$ cat config.mk
export PLATFORM = sky130hd
export DESIGN_NAME = reg_bank_arbiter
export DESIGN_NICKNAME = d
export VERILOG_FILES = /design/src/rtl/reg_bank_arbiter.sv
export SDC_FILE = /design/constraint.sdc
export NUM_CORES = 1
export LEC_CHECK = 0
export BUFFER_PORTS_ARGS = -buffer_cell sky130_fd_sc_hd__buf_4
export CAP_MARGIN = 5
export CELL_PAD_IN_SITES_DETAIL_PLACEMENT = 1
export CELL_PAD_IN_SITES_GLOBAL_PLACEMENT = 1
export CORE_UTILIZATION = 34
export CTS_CLUSTER_DIAMETER = 100
export DETAILED_ROUTE_END_ITERATION = 6
export PLACE_DENSITY_LB_ADDON = 0.05
export SYNTH_ARGS = -nofsm -noshare
export SYNTH_HDL_FRONTEND = slang
export SYNTH_SLANG_ARGS = --single-unit
$ cat constraint.sdc
create_clock -name clk -period 1.82 [get_ports clk]
set_input_delay 0.182 -clock clk [delete_from_list [all_inputs] [get_ports clk]]
set_output_delay 0.182 -clock clk [all_outputs]
set_load 0.01 [all_outputs]
$ cat src/rtl/reg_bank_arbiter.sv
// Round-robin arbiter sharing four 4-bit registers among NUM_REQ requesters.
// A granted requester may lock the bank for a burst of up to MAX_BURST commits.
module reg_bank_arbiter #(
  parameter int NUM_REQ   = 4,
  parameter int MAX_BURST = 4
) (
  input  logic                   clk,
  input  logic                   reset,
  input  logic [NUM_REQ-1:0]     req,
  input  logic [NUM_REQ-1:0]     lock,
  input  logic [2*NUM_REQ-1:0]   addr,
  input  logic [4*NUM_REQ-1:0]   wdata,
  output logic [NUM_REQ-1:0]     gnt,
  output logic                   wr_en,
  output logic [15:0]            bank_q,
  input  logic [1:0]             rd_addr,
  output logic [3:0]             rd_data
);

  localparam int IDX_W = $clog2(NUM_REQ);
  localparam logic [4:0] BURST_LIM = 5'(MAX_BURST);

  typedef enum logic [1:0] {IDLE, GRANT, LOCKED} state_t;

  state_t            state, next_state;
  logic [IDX_W-1:0]  holder, next_holder;
  logic [IDX_W-1:0]  ptr, next_ptr;
  logic [IDX_W-1:0]  pick;
  logic [3:0]        cnt, next_cnt;
  logic [3:0]        bank [4];
  logic              found, do_arb, commit;
  logic [1:0]        commit_addr;
  logic [3:0]        commit_data;

  always_ff @(posedge clk or negedge reset) begin
    if (!reset) begin
      state  <= IDLE;
      holder <= '0;
      ptr    <= '0;
      cnt    <= '0;
      wr_en  <= 1'b0;
      for (int k = 0; k < 4; k++) bank[k] <= 4'h0;
    end else begin
      state  <= next_state;
      holder <= next_holder;
      ptr    <= next_ptr;
      cnt    <= next_cnt;
      wr_en  <= commit;
      if (commit) bank[commit_addr] <= commit_data;
    end
  end

  // A commit needs the holder to still be requesting; a dropped req releases the grant.
  always_comb begin
    int idx;
    idx         = 0;
    commit      = (state != IDLE) && req[holder];
    commit_addr = addr[{holder, 1'b0} +: 2];
    commit_data = wdata[{holder, 2'b00} +: 4];

    found = 1'b0;
    pick  = '0;
    for (int k = 0; k < NUM_REQ; k++) begin
      idx = int'(ptr) + k;
      if (idx >= NUM_REQ) idx = idx - NUM_REQ;
      if (!found && req[IDX_W'(idx)]) begin
        found = 1'b1;
        pick  = IDX_W'(idx);
      end
    end

    next_state  = state;
    next_holder = holder;
    next_ptr    = ptr;
    next_cnt    = cnt;
    do_arb      = 1'b0;

    case (state)
      LOCKED: begin
        if (req[holder] && lock[holder] && (({1'b0, cnt} + 5'd1) < BURST_LIM))
          next_cnt = cnt + 4'd1;
        else
          do_arb = 1'b1;
      end
      GRANT: begin
        if (req[holder] && lock[holder] && (BURST_LIM > 5'd1)) begin
          next_state = LOCKED;
          next_cnt   = 4'd1;
        end else begin
          do_arb = 1'b1;
        end
      end
      default: do_arb = 1'b1;
    endcase

    // The pointer already sits just past the holder, so a forced burst exit demotes it.
    if (do_arb) begin
      next_cnt = 4'd0;
      if (found) begin
        next_state  = GRANT;
        next_holder = pick;
        next_ptr    = (pick == IDX_W'(NUM_REQ - 1)) ? '0 : pick + 1'b1;
      end else begin
        next_state = IDLE;
      end
    end
  end

  always_comb begin
    gnt = '0;
    if (state != IDLE) gnt[holder] = 1'b1;
    bank_q  = {bank[3], bank[2], bank[1], bank[0]};
    rd_data = bank[rd_addr];
  end

endmodule

==> impl_metrics.sql <==
INSERT INTO impl_metrics (metric_group, metric, value, unit) VALUES
('outcome', 'outcome', 'finished with violations', ''),
('outcome', 'failed_checks', 'setup timing', ''),
('critical_path', 'timing.critical_path.from_type', 'flip-flop', ''),
('logic_synthesis', 'yosys_warnings', '0', ''),
('sta', 'min_period', '1.93', 'ns'),
('clock_tree', 'cts.sinks', '27', ''),
('floorplanning', 'floorplan.initialDensity', '35.4', '%'),
('logic_synthesis', 'number_of_enable_type_register_cells_in_the_synthesized_netlist', '0', ''),
('logic_synthesis', 'synthMuxAreaShare', '30.5', '%'),
('place', 'number_of_placed_instances_with_taps_included', '278', ''),
('critical_path', 'critPathRequiredTime', '1.98', 'ns'),
('logic_synthesis', 'postSynthAreaPerCell', '12.5', 'µm²'),
('logic_synthesis', 'synth.net_count', '174', ''),
('grt', 'grt_first_pass_wirelength', '7240', 'µm'),
('critical_path', 'critPathKind', 'reg2reg', ''),
('critical_path', 'timing.critical_path.to_type', 'flip-flop', ''),
('logic_synthesis', 'synth_cell_types', '41', ''),
('clock_tree', 'clock_latency_late_sink', '0.28', 'ns'),
('logic_synthesis', 'synth_compound_gate_area_share', '9.66', '%'),
('layout', 'fillers', '522', ''),
('grt', 'globalRoute.totalOverflow', '0', ''),
('place', 'minimum_setup_slack_after_placement', '-0.232', 'ns'),
('drt', 'antenna_left', '0', ''),
('floorplanning', 'io-pin-count', '61', ''),
('layout', 'final_cell_mix', 'sky130_fd_sc_hd__buf_4, sky130_fd_sc_hd__dfrtp_1, sky130_fd_sc_hd__mux4_2', ''),
('worst_hold_path', 'hold_crit_path_type', 'in2async', ''),
('logic_synthesis', 'ffs_w_async_s_r_synth', '100', '%'),
('layout', 'antenna_cells_inserted', '0', ''),
('sta', 'postLayoutSetupSlackWorst', '-0.108', 'ns'),
('logic_synthesis', 'ys_ff_latch', '27', ''),
('logic_synthesis', 'synth_xor_xnor_area_share', '1.57', '%'),
('power', 'power.static_leakage', '0.00116', 'µW'),
('floorplanning', 'rows', '25', ''),
('place', 'placed_area', '2360', 'µm²'),
('logic_synthesis', 'synth_top_cell_area_share', '40.4', '%'),
('power', 'power_density', '1690', 'nW/µm²'),
('sta', 'max_slew_margin', '72.4', '%'),
('grt', 'grt_start_max_net_pins', '28', ''),
('layout', 'nets', '261', ''),
('sta', 'min_period_over_period', '106', '%'),
('clock_tree', 'clock_tree_from_tritoncts', 'built', ''),
('drt', 'detailedRoute.firstPassIterationCount', '4', ''),
('layout', 'final_design_area_no_fill', '2500', 'µm²'),
('clock_tree', 'tritoncts_buffer_count', '3', ''),
('sta', 'setup-violations-final', '16', ''),
('place', 'dp_hpwl', '3690', 'µm'),
('clock_tree', 'cts_root_cell', 'sky130_fd_sc_hd__clkbuf_8', ''),
('sta', 'grt_setup_unrepaired', 'yes', ''),
('logic_synthesis', 'dominantRegCellSynth', 'sky130_fd_sc_hd__dfrtp_1', ''),
('critical_path', 'worst-path-max-fanout', '6', ''),
('sta', 'timing.final.hold_violations', '0', ''),
('logic_synthesis', 'post_synth_fa_ha_maj_area_fraction', '3.00', '%'),
('clock_tree', 'clockBufferDepth', '2', ''),
('power', 'vdd_ir_drop_max', '859', 'µV'),
('job', 'maxCapViolCount', '0', ''),
('sta', 'fmaxAchievable', '519', 'MHz'),
('drt', 'viasPerCell', '5.07', ''),
('drt', 'route.detailed.drc', '0', ''),
('sta', 'report.final.slew_viol_count', '0', ''),
('clock_tree', 'cts_max_level', '1', ''),
('logic_synthesis', 'yosysSeqAreaShare', '40.4', '%'),
('logic_synthesis', 'synthDominantAreaCellType', 'sky130_fd_sc_hd__dfrtp_1', ''),
('floorplanning', 'die_h', '72.1', 'µm'),
('layout', 'drive_gt1_share', '60.9', '%'),
('layout', 'final-instance-count-excl-fill', '287', ''),
('floorplanning', 'chipWidth', '72.1', 'µm'),
('logic_synthesis', 'postSynthCellCount', '134', ''),
('clock_tree', 'clkSlewWorstSetupHoldPaths', '0.10', 'ns'),
('sta', 'totalNegativeSetupSlack', '-1.30', 'ns'),
('drt', 'dr_total_vias', '1454', ''),
('drt', 'drt_iter0_drc', '55', '');
==> worst paths after layout <==
check                             end  slack (ns)  cells past startpoint  startpoint
hold / removal             bank_q[15]        0.34                      2       reset
hold reg to reg            bank_q[14]        0.55                      1  bank_q[14]
setup reg to reg            bank_q[5]       -0.11                      5   holder[0]
min in group clk            flip-flop        0.38                      5      req[2]
max in group asynchronous   holder[0]        1.17                      2       reset
setup / recovery            bank_q[5]       -0.11                      5   holder[0]
==> per-stage QoR <==
stage,total power (µW),hold WS [ns],utilization [%]
after global placement,3580,0.116,50.0
after detailed placement,3670,0.122,50.0
final,4220,0.343,52.9
after CTS,4120,0.350,51.9
after global routing,4510,0.380,52.9
after floorplan,2600,-0.114,-
==> what timing repair did <==
item,in CTS,in global routing
setup buffers,2,2
endpoints found under the setup margin,21,22
hold endpoints to repair,27,0
hold buffers,1,0
resized for setup,5,9
pin swaps,3,4
==> sequential cells by signal (all words and copies together), names as in the netlist, named ones only <==
| register | count |
|---|---|
| state | 2 |
| bank_q | 16 |
| ptr | 1 |
| cnt | 4 |
| wr_en | 1 |
| holder | 2 |
==> worst max-delay path: stages, from the launching register on <==
cell and delay [ns]:
sky130_fd_sc_hd__dfrtp_2 0.47, sky130_fd_sc_hd__buf_6 0.13, sky130_fd_sc_hd__mux4_2 0.55, sky130_fd_sc_hd__buf_4 0.17, sky130_fd_sc_hd__nor2_4 0.18, sky130_fd_sc_hd__mux2_4 0.32
==> report_power, final <==
| group | internal (µW) | switching, µW |
|---|---|---|
| Sequential | 884 | 287 |
| Clock | 161 | 196 |
| Combinational | 1610 | 1080 |
==> cell type report <==
cell class / count / area (µm²) / area share (%)
Timing Repair Buffer: 87 / 659 / 26.4
Sequential cell: 27 / 677 / 27.1
Clock inverter: 1 / 8.76 / 0.350
Clock buffer: 3 / 41.3 / 1.65
Tap cell: 67 / 83.8 / 3.35
Inverter: 6 / 22.5 / 0.901
Multi-Input combinational cell: 96 / 1010 / 40.3
==> Yosys cell counts (2+ instances only) <==
cell                       count
sky130_fd_sc_hd__mux4_2       11
sky130_fd_sc_hd__nand2_1       8
sky130_fd_sc_hd__nor2_1        7
sky130_fd_sc_hd__xor2_1        2
sky130_fd_sc_hd__nor3_1        3
sky130_fd_sc_hd__mux2_2       20
sky130_fd_sc_hd__a21oi_1       8
sky130_fd_sc_hd__o31ai_1       3
sky130_fd_sc_hd__dfrtp_1      27
sky130_fd_sc_hd__buf_2         2
sky130_fd_sc_hd__nand2b_1      2
sky130_fd_sc_hd__ha_1          4
sky130_fd_sc_hd__nor2_2        2
sky130_fd_sc_hd__inv_1         6
sky130_fd_sc_hd__nor3b_1       3
==> per-layer routing <==
metal	routed length, µm	global-route usage [%]	share of wire (%)	up-vias
li1	-	-	-	677
met1	1800	20.7	40	745
met2	2530	35.0	57	28
met3	111	2.22	2.5	4
met4	29	4.14	0.65	0
met5	0	0	0	-
==> logic make-up (layout without fill, tap and decap cells) <==
kind of cell,Yosys count,in the layout
simple gates,34,34
mux,33,33
flops,27,27
compound gates,22,22
buf+inv,11,97
fa+ha+maj,4,4
xor+xnor,3,3
(Power assumes the default switching activity.)
